## src/rtl/opl3_pkg.sv

```systemverilog
// Shared OPL3 definitions: register-file data width, the host-port write request
// type used by opl3_host_drv, and a small constant helper for parameter sizing.
package opl3_pkg;

  localparam int unsigned REG_FILE_DATA_WIDTH = 8;

  // Host-port register write: bank selects port pair {bank,0}/{bank,1}.
  typedef struct packed {
    logic                           bank;
    logic [REG_FILE_DATA_WIDTH-1:0] address;
    logic [REG_FILE_DATA_WIDTH-1:0] data;
  } opl3_host_req_t;

  function automatic int unsigned max_u(input int unsigned a, input int unsigned b);
    return (a > b) ? a : b;
  endfunction

endpackage

```

## src/rtl/opl3_host_drv.sv

```systemverilog
// opl3_host_drv: host-side bus initiator for the OPL3 host port (clk_host domain).
// Turns register writes into an address strobe on port {bank,0} followed by a data
// strobe on port {bank,1}, with recovery gaps after each, and turns status reads into
// a port-0 read strobe whose sampled din is returned on rd_data with a rd_valid pulse.
//
// Ports:
//   clk_host, reset            clock, synchronous active-high reset
//   req_valid/req_ready/req    write request handshake and {bank,address,data}
//   rd_req_valid/rd_req_ready  status read request handshake
//   rd_valid/rd_data           one-cycle read result pulse and captured status
//   busy                       sequence in progress
//   cs_n/wr_n/rd_n/address/dout  registered bus outputs, din bus read data
//
// Optional feature: define OPL3_HOST_ADDR_CACHE_EN to skip the address phase when
// {bank,address} matches the last completed address phase.
module opl3_host_drv
  import opl3_pkg::*;
#(
  parameter int unsigned WR_PULSE_CYCLES = 2,
  parameter int unsigned ADDR_GAP_CYCLES = 4,
  parameter int unsigned DATA_GAP_CYCLES = 8
) (
  input  logic                           clk_host,
  input  logic                           reset,
  input  logic                           req_valid,
  output logic                           req_ready,
  input  opl3_host_req_t                 req,
  input  logic                           rd_req_valid,
  output logic                           rd_req_ready,
  output logic                           rd_valid,
  output logic [REG_FILE_DATA_WIDTH-1:0] rd_data,
  output logic                           busy,
  output logic                           cs_n,
  output logic                           wr_n,
  output logic                           rd_n,
  output logic [1:0]                     address,
  output logic [REG_FILE_DATA_WIDTH-1:0] dout,
  input  logic [REG_FILE_DATA_WIDTH-1:0] din
);

  localparam logic [2:0] StIdle    = 3'd0;
  localparam logic [2:0] StAddrStb = 3'd1;
  localparam logic [2:0] StAddrGap = 3'd2;
  localparam logic [2:0] StDataStb = 3'd3;
  localparam logic [2:0] StDataGap = 3'd4;
  localparam logic [2:0] StRdStb   = 3'd5;

  localparam int unsigned MaxCycles =
    max_u(WR_PULSE_CYCLES, max_u(ADDR_GAP_CYCLES, DATA_GAP_CYCLES));
  localparam int unsigned CntW = $clog2(MaxCycles + 1);

  // Counter holds (remaining cycles - 1); gap loads only matter when the gap exists.
  localparam logic [CntW-1:0] PulseLd   = CntW'(WR_PULSE_CYCLES - 1);
  localparam logic [CntW-1:0] AddrGapLd =
    (ADDR_GAP_CYCLES == 0) ? '0 : CntW'(ADDR_GAP_CYCLES - 1);
  localparam logic [CntW-1:0] DataGapLd =
    (DATA_GAP_CYCLES == 0) ? '0 : CntW'(DATA_GAP_CYCLES - 1);

  logic [2:0]                     r_state, w_state;
  logic [CntW-1:0]                r_cnt, w_cnt;
  opl3_host_req_t                 r_req, w_req;
  logic                           r_cs_n, w_cs_n;
  logic                           r_wr_n, w_wr_n;
  logic                           r_rd_n, w_rd_n;
  logic [1:0]                     r_address, w_address;
  logic [REG_FILE_DATA_WIDTH-1:0] r_dout, w_dout;
  logic [REG_FILE_DATA_WIDTH-1:0] r_rd_data, w_rd_data;
  logic                           r_rd_valid, w_rd_valid;
  logic                           w_last;
  logic                           w_cache_hit;
  logic                           w_addr_done;

`ifdef OPL3_HOST_ADDR_CACHE_EN
  logic [REG_FILE_DATA_WIDTH:0]   r_cache_key;
  logic                           r_cache_vld;

  assign w_cache_hit = r_cache_vld && (r_cache_key == {req.bank, req.address});
`else
  assign w_cache_hit = 1'b0;
`endif

  assign w_last = (r_cnt == '0);

  always_comb begin
    w_state     = r_state;
    w_cnt       = w_last ? r_cnt : r_cnt - CntW'(1);
    w_req       = r_req;
    w_cs_n      = r_cs_n;
    w_wr_n      = r_wr_n;
    w_rd_n      = r_rd_n;
    w_address   = r_address;
    w_dout      = r_dout;
    w_rd_data   = r_rd_data;
    w_rd_valid  = 1'b0;
    w_addr_done = 1'b0;

    unique case (r_state)
      StIdle: begin
        if (req_valid) begin
          w_req  = req;
          w_cs_n = 1'b0;
          w_wr_n = 1'b0;
          w_cnt  = PulseLd;
          if (w_cache_hit) begin
            w_state   = StDataStb;
            w_address = {req.bank, 1'b1};
            w_dout    = req.data;
          end else begin
            w_state   = StAddrStb;
            w_address = {req.bank, 1'b0};
            w_dout    = req.address;
          end
        end else if (rd_req_valid) begin
          w_state   = StRdStb;
          w_address = 2'b00;
          w_cs_n    = 1'b0;
          w_rd_n    = 1'b0;
          w_cnt     = PulseLd;
        end
      end

      StAddrStb, StAddrGap: begin
        // Bus is driven from the latched request only.
        w_address = {r_req.bank, 1'b0};
        w_dout    = r_req.address;
        if (w_last) begin
          w_addr_done = (r_state == StAddrStb);
          if (r_state == StAddrStb && ADDR_GAP_CYCLES != 0) begin
            w_state = StAddrGap;
            w_cs_n  = 1'b1;
            w_wr_n  = 1'b1;
            w_cnt   = AddrGapLd;
          end else begin
            w_state   = StDataStb;
            w_address = {r_req.bank, 1'b1};
            w_dout    = r_req.data;
            w_cs_n    = 1'b0;
            w_wr_n    = 1'b0;
            w_cnt     = PulseLd;
          end
        end
      end

      StDataStb: begin
        if (w_last) begin
          w_cs_n = 1'b1;
          w_wr_n = 1'b1;
          if (DATA_GAP_CYCLES != 0) begin
            w_state = StDataGap;
            w_cnt   = DataGapLd;
          end else begin
            w_state = StIdle;
          end
        end
      end

      StDataGap: begin
        if (w_last) w_state = StIdle;
      end

      StRdStb: begin
        if (w_last) begin
          w_state    = StIdle;
          w_cs_n     = 1'b1;
          w_rd_n     = 1'b1;
          w_rd_data  = din;
          w_rd_valid = 1'b1;
        end
      end

      default: begin
        w_state = StIdle;
        w_cs_n  = 1'b1;
        w_wr_n  = 1'b1;
        w_rd_n  = 1'b1;
      end
    endcase
  end

  always_ff @(posedge clk_host) begin
    if (reset) begin
      r_state    <= StIdle;
      r_cnt      <= '0;
      r_req      <= '0;
      r_cs_n     <= 1'b1;
      r_wr_n     <= 1'b1;
      r_rd_n     <= 1'b1;
      r_address  <= 2'b00;
      r_dout     <= '0;
      r_rd_data  <= '0;
      r_rd_valid <= 1'b0;
    end else begin
      r_state    <= w_state;
      r_cnt      <= w_cnt;
      r_req      <= w_req;
      r_cs_n     <= w_cs_n;
      r_wr_n     <= w_wr_n;
      r_rd_n     <= w_rd_n;
      r_address  <= w_address;
      r_dout     <= w_dout;
      r_rd_data  <= w_rd_data;
      r_rd_valid <= w_rd_valid;
    end
  end

`ifdef OPL3_HOST_ADDR_CACHE_EN
  // Only the valid bit is reset; the key is meaningless while invalid.
  always_ff @(posedge clk_host) begin
    if (reset) begin
      r_cache_vld <= 1'b0;
    end else if (w_addr_done) begin
      r_cache_vld <= 1'b1;
    end
  end

  always_ff @(posedge clk_host) begin
    if (!reset && w_addr_done) begin
      r_cache_key <= {r_req.bank, r_req.address};
    end
  end
`endif

  assign req_ready    = (r_state == StIdle) && !reset;
  assign rd_req_ready = (r_state == StIdle) && !req_valid && !reset;
  assign busy         = (r_state != StIdle);
  assign cs_n         = r_cs_n;
  assign wr_n         = r_wr_n;
  assign rd_n         = r_rd_n;
  assign address      = r_address;
  assign dout         = r_dout;
  assign rd_data      = r_rd_data;
  assign rd_valid     = r_rd_valid;

endmodule

```

## config.mk

```make
export PLATFORM = sky130hd
export DESIGN_NAME = opl3_host_drv
export DESIGN_NICKNAME = d
export VERILOG_FILES = /design/src/rtl/opl3_pkg.sv /design/src/rtl/opl3_host_drv.sv
export SDC_FILE = /design/constraint.sdc
export NUM_CORES = 1
export LEC_CHECK = 0
export BUFFER_PORTS_ARGS = -buffer_cell sky130_fd_sc_hd__clkbuf_2
export CORE_ASPECT_RATIO = 0.7
export CORE_MARGIN = 1
export CORE_UTILIZATION = 35
export DETAILED_ROUTE_END_ITERATION = 7
export PLACE_DENSITY = 0.56
export SETUP_SLACK_MARGIN = 0.02
export SLEW_MARGIN = 20
export SYNTH_ARGS = -nofsm -noshare
export SYNTH_HDL_FRONTEND = slang
export SYNTH_SLANG_ARGS = --single-unit
```

## constraint.sdc

```tcl
create_clock -name clk_host -period 1.49 [get_ports clk_host]
set_input_delay 0.0745 -clock clk_host [delete_from_list [all_inputs] [get_ports clk_host]]
set_output_delay 0.0745 -clock clk_host [all_outputs]
set_load 0.03 [all_outputs]
```

# [Yosys cells after proc, flatten, opt, wreduce, memory -nomap -nowiden]
# Cells that the tools add are included.
[totals] reg_bits=46 input_bits=29 out_inout_bits=25 word_cells=87
[op_classes] add_sub_neg=1 eq_ne=14 muxes=34 n_bitwise=4 reduce_logical=22
[ops] cell="8-bit 2-to-1 mux" count=3
[ops] cell="4-bit 2-to-1 mux" count=5
[ops] cell="8-bit one-hot mux with 2 select lines" count=1
[ops] cell="4-bit AND reduction" count=4
[ops] cell="3-bit 2-to-1 mux" count=5
[ops] cell="2-bit inequality test, second input constant" count=6
[ops] cell="3-bit one-hot mux with 4 select lines" count=1
[ops] cell="4-bit one-hot mux with 3 select lines" count=1
[ops] cell="1-bit 2-to-1 mux" count=11
[ops] cell="1-bit one-hot mux with 4 select lines" count=2
[ops] cell="2-bit AND reduction" count=4
[ops] cell="2-bit OR reduction" count=4
[ops] cell="3-bit by 2-bit equality test with 1-bit output, second input constant" count=2
[ops] cell="3-bit equality test, second input constant" count=2
[ops] cell="2-bit 2-to-1 mux" count=3
[ops] cell="4-bit logical NOT" count=1
[ops] cell="2-bit by 1-bit inequality test with 1-bit output, second input constant" count=2
[ops] cell="1-bit inverter" count=4
[ops] cell="2-bit one-hot mux with 2 select lines" count=1
[ops] cell="4-bit OR reduction" count=1
[ops] cell="4-bit by 1-bit subtractor with 4-bit output, second input constant" count=1
[ops] cell="3-bit by 1-bit equality test with 1-bit output, second input constant" count=1
[ops] cell="1-bit logical AND" count=3
[ops] cell="3-bit logical NOT" count=1
[ops] cell="other kinds (5)" count=6

# [Longest topological paths before layout]
[logic_depth] ltp_word=5 ltp_mapped=8 mapped_depth_nobuf=7

# [Worst setup path after synthesis]
# OpenSTA, ideal clock, no wires.
[synth_path] kind="register -> output" start="reg r_state[0]" end="out rd_req_ready" arrival_time_ns=1.741 required_ns=1.416 slack_ns=-0.325 path_stages_with_launch=4 path_buffers=1 cell_sequence="dfxtp_1 -> buf_4 -> or3_1 -> nor3_1"
[synth_via] elab_chain_len=3
[synth_rtl] item="from (decl)" line="opl3_host_drv.sv:59" source="logic [2:0] r_state, w_state;"
[synth_rtl] item="from (signal assigned)" line="opl3_host_drv.sv:182" source="r_state <= StIdle;"
[synth_rtl] item="from (signal assigned)" line="opl3_host_drv.sv:193" source="r_state <= w_state;"
[synth_rtl] item="3-bit logical NOT" line="opl3_host_drv.sv:224" source="assign rd_req_ready = (r_state == StIdle) && !req_valid && !reset;"
[synth_rtl] item="1-bit logical AND (2 in a row)" line="opl3_host_drv.sv:224"
[synth_rtl] item="to (decl)" line="opl3_host_drv.sv:29" source="output logic rd_req_ready,"
# No other way between the ends.

# [Worst setup path after layout]
[layout_path] start="reg r_state[1]" end="out rd_req_ready"
# The elaborated chain is that of the path after synthesis.

==> impl_metrics.json <==
{
  "hold_viol": 0,
  "routed_wl_mm": 6.858,
  "cp_cell_sequence": "buf_12 > or3_4 > nor3_4 > clkbuf_8",
  "grt.total_usage_pct": 19.95,
  "drv_slew": 0,
  "min_period_ns": 1.554,
  "fmax_mhz": 643.5,
  "status": "complete, but fails checks",
  "synth_common_cells": "dfxtp_1, nand2_1, a21oi_1",
  "routed-via-count": 2363,
  "grt_max_degree": 42,
  "p_leak_nw": 1.341,
  "ys_types": 47,
  "cap_violations": 0,
  "wl_per_cell_um": 14.91,
  "dpl_cell_area_mm2": 0.002850,
  "grt-ovfl-total": 0,
  "path_max_fanout": 7,
  "irDropWorstVdd_uv": 728.1,
  "coreArea_mm2": 0.006336,
  "ys.flop_type": "dfxtp_1",
  "cts_max_level": 2,
  "powerDensity_mw_per_mm2": 1984,
  "rsz0062_at_grt": "true",
  "synth-compound-area-share_pct": 21.61,
  "dieWidth_um": 99.83,
  "die_area_mm2": 0.007036,
  "synth_top_cell_by_area": "dfxtp_1",
  "slowest_delay_ns": 0.37,
  "cts_tree": "built",
  "synth_edf_count": 0,
  "synthTopCellsByArea": "dfxtp_1, nand2_1, a21oi_1",
  "drtPass1Iterations": 5,
  "synthXorXnorAreaFrac_pct": 0.7471,
  "path_buf_inv": 2,
  "synth_warnings": 0,
  "setup_ws_ns": -0.06398,
  "io_buffers": 53,
  "drc": 0,
  "post-route-period-util_pct": 104.3,
  "nets": 399,
  "fillers": 602,
  "cp.arrival_ns": 1.48,
  "die_height_um": 70.48,
  "fin_skew_ns": 0.006130,
  "synth_top_family_by_area": "simple AND/OR/NAND/NOR gates",
  "root_buffer": "clkbuf_8",
  "crit_path_start_kind": "flop",
  "crit_family": "simple AND/OR/NAND/NOR gates",
  "async_flop_share_pct": 0,
  "syn_nets": 305,
  "grt_antenna_before_repair": 0,
  "boundaryPins": 54,
  "netlist_area_mm2": 0.002345,
  "drive_gt1_share_pct": 39.57,
  "slew_headroom_pct": 67.31,
  "worst_pin_slew_ns": 0.4898,
  "hp-class": "input pin to flop",
  "synth_top_area_share_pct": 39.27,
  "via_per_inst": 5.137,
  "critical_path_class": "flop to primary output",
  "ant_nets": 0,
  "grt_pass1_wl_mm": 10.99,
  "muxShareOfSynthArea_pct": 3.842,
  "syn_avg_cell_area_um2": 8.557,
  "required_ns": 1.42,
  "setup_viol": 4,
  "violations": "negative setup slack",
  "clock-sinks": 46,
  "synth_fa_ha_area_share_pct": 1.067,
  "end_kind": "primary output",
  "crit_slowest_cell": "or3_4",
  "gp_congestion": 0.7903,
  "clk_path_buf_depth": 2,
  "antenna_cells": 0,
  "multi_input_area_mm2": 0.001386,
  "synth_seq_cells": 46,
  "grt_pass1_vias": 2272,
  "fin_area_mm2": 0.003338,
  "drt_iter0_drc": 112,
  "yosys.area_share.simple_pct": 26.41,
  "num_rows": 24,
  "yosysSeqAreaShare_pct": 39.27,
  "place_hpwl_mm": 4.652,
  "clk_pin_slew_ns": 0.10,
  "syn_to_final_growth_pct": 42.37,
  "cts_inserted_buffers": 5,
  "dp_slack_ns": -0.06832,
  "clkLatencyLatePin_ns": 0.31,
  "ff_latch_area_um2": 927.1,
  "start_util_pct": 37.01,
  "synth_most_common_cell": "dfxtp_1",
  "netlist_instances": 274
}
## placed cells by master, fill, tap and decap left out, types with 2 or more instances in the layout
master         count
or3_4              2
nor2_1             3
a311oi_1           6
clkinvlp_4         3
dlygate4sd3_1     13
a21oi_1           24
o311a_1            8
nand2_1           39
buf_6              6
xnor2_1            2
buf_4             37
clkbuf_2          50
inv_1              3
nor3_1             5
o21ai_0            8
nand2b_1          18
dfxtp_1           41
mux2i_1            9
nor2b_1           10
a311oi_2           2
nand3_1           16
nor2_2             2
a21oi_2           10
dfxtp_2            5
clkbuf_8           7
and4bb_2           2
inv_2              3
## routing by layer
layer  GRT usage (%)  share of wire (%)  up-vias  wire length (um)
met2           30.11                 44       56              3009
met3           3.604                6.1        4               421
met1           28.70                 49     1139              3384
li1                -                  -     1164                 -
met4           6.046               0.61        0                42
met5               0                  0        -                 0
## power breakdown
group / internal (mW) / switching, mW
Combinational: 1.88 / 2.06
Clock: 0.336 / 0.479
Sequential: 1.58 / 0.298
Total: 3.79 / 2.83
## per-stage QoR
| step | power (mW) | hold WS (ns) | setup TNS [ns] | instances | utilization, % |
|---|---|---|---|---|---|
| floorplan | 3.985 | 0.2105 | -0.07768 | 274 | - |
| finish | 6.623 | 0.006523 | -0.1456 | 460 | 52.69 |
| detailed placement | 5.078 | 0.3050 | -0.6140 | 424 | 44.98 |
| global placement | 5.035 | 0.2978 | -0.1192 | 424 | 44.98 |
| global route | 7.034 | 0.007829 | -0.6221 | 460 | 52.69 |
| CTS | 6.190 | 0.0004831 | -0.1329 | 451 | 50.06 |
## cell families after synthesis
kind of cell / after synthesis
XOR/XNOR: 2
adder cells (fa/ha/maj): 2
multiplexers: 9
AO/OA/AOI/OAI: 71
flip-flops: 46
buffers and inverters: 31
AND/OR/NAND/NOR: 113
## final cells by class
type                            instances  share of cell area (%)
Multi-Input combinational cell        198                   41.53
Tap cell                               91                   3.411
Clock inverter                          3                  0.7121
Sequential cell                        46                   27.77
Inverter                                7                  0.8996
Timing Repair Buffer                  110                   23.61
Clock buffer                            5                   2.061
## worst reg2reg max path: cells and delay by family, from the launching register on
family,cells,cell delay (ns)
AO/OA/AOI/OAI,1,0.41
AND/OR/NAND/NOR,2,0.38
flip-flops,1,0.34
buffers and inverters,2,0.17
adder cells (fa/ha/maj),1,0.15
## path summary, 6_finish.rpt
path / startpoint / end / slack (ns) / cells after the start
min: req[9] / r_req[9]$_SDFFE_PP0P_ / 0.007 / 3
min reg2reg: r_req[16]$_SDFFE_PP0P_ / r_req[16]$_SDFFE_PP0P_ / 0.46 / 2
max: r_state[1]$_SDFFE_PP0P_ / rd_req_ready / -0.06 / 4
max reg2reg: r_cnt[1]$_SDFF_PP0_ / r_cnt[1]$_SDFF_PP0_ / -0.05 / 6
## state kept, by name (all words and copies together), names as in the netlist
register  flops
r_req        17
dout          8
rd_data       8
r_cnt         4
r_state       3
address       2
cs_n          1
rd_n          1
rd_valid      1
wr_n          1
## what timing repair did
item,CTS,global route
gates resized for setup,16,20
buffers inserted,6,9
endpoints found under the setup margin,26,35
hold buffers,13,0
cloned,0,1
pin swaps,4,8
hold endpoints to repair,13,0
No activity file was read; power rests on OpenSTA's default activity.
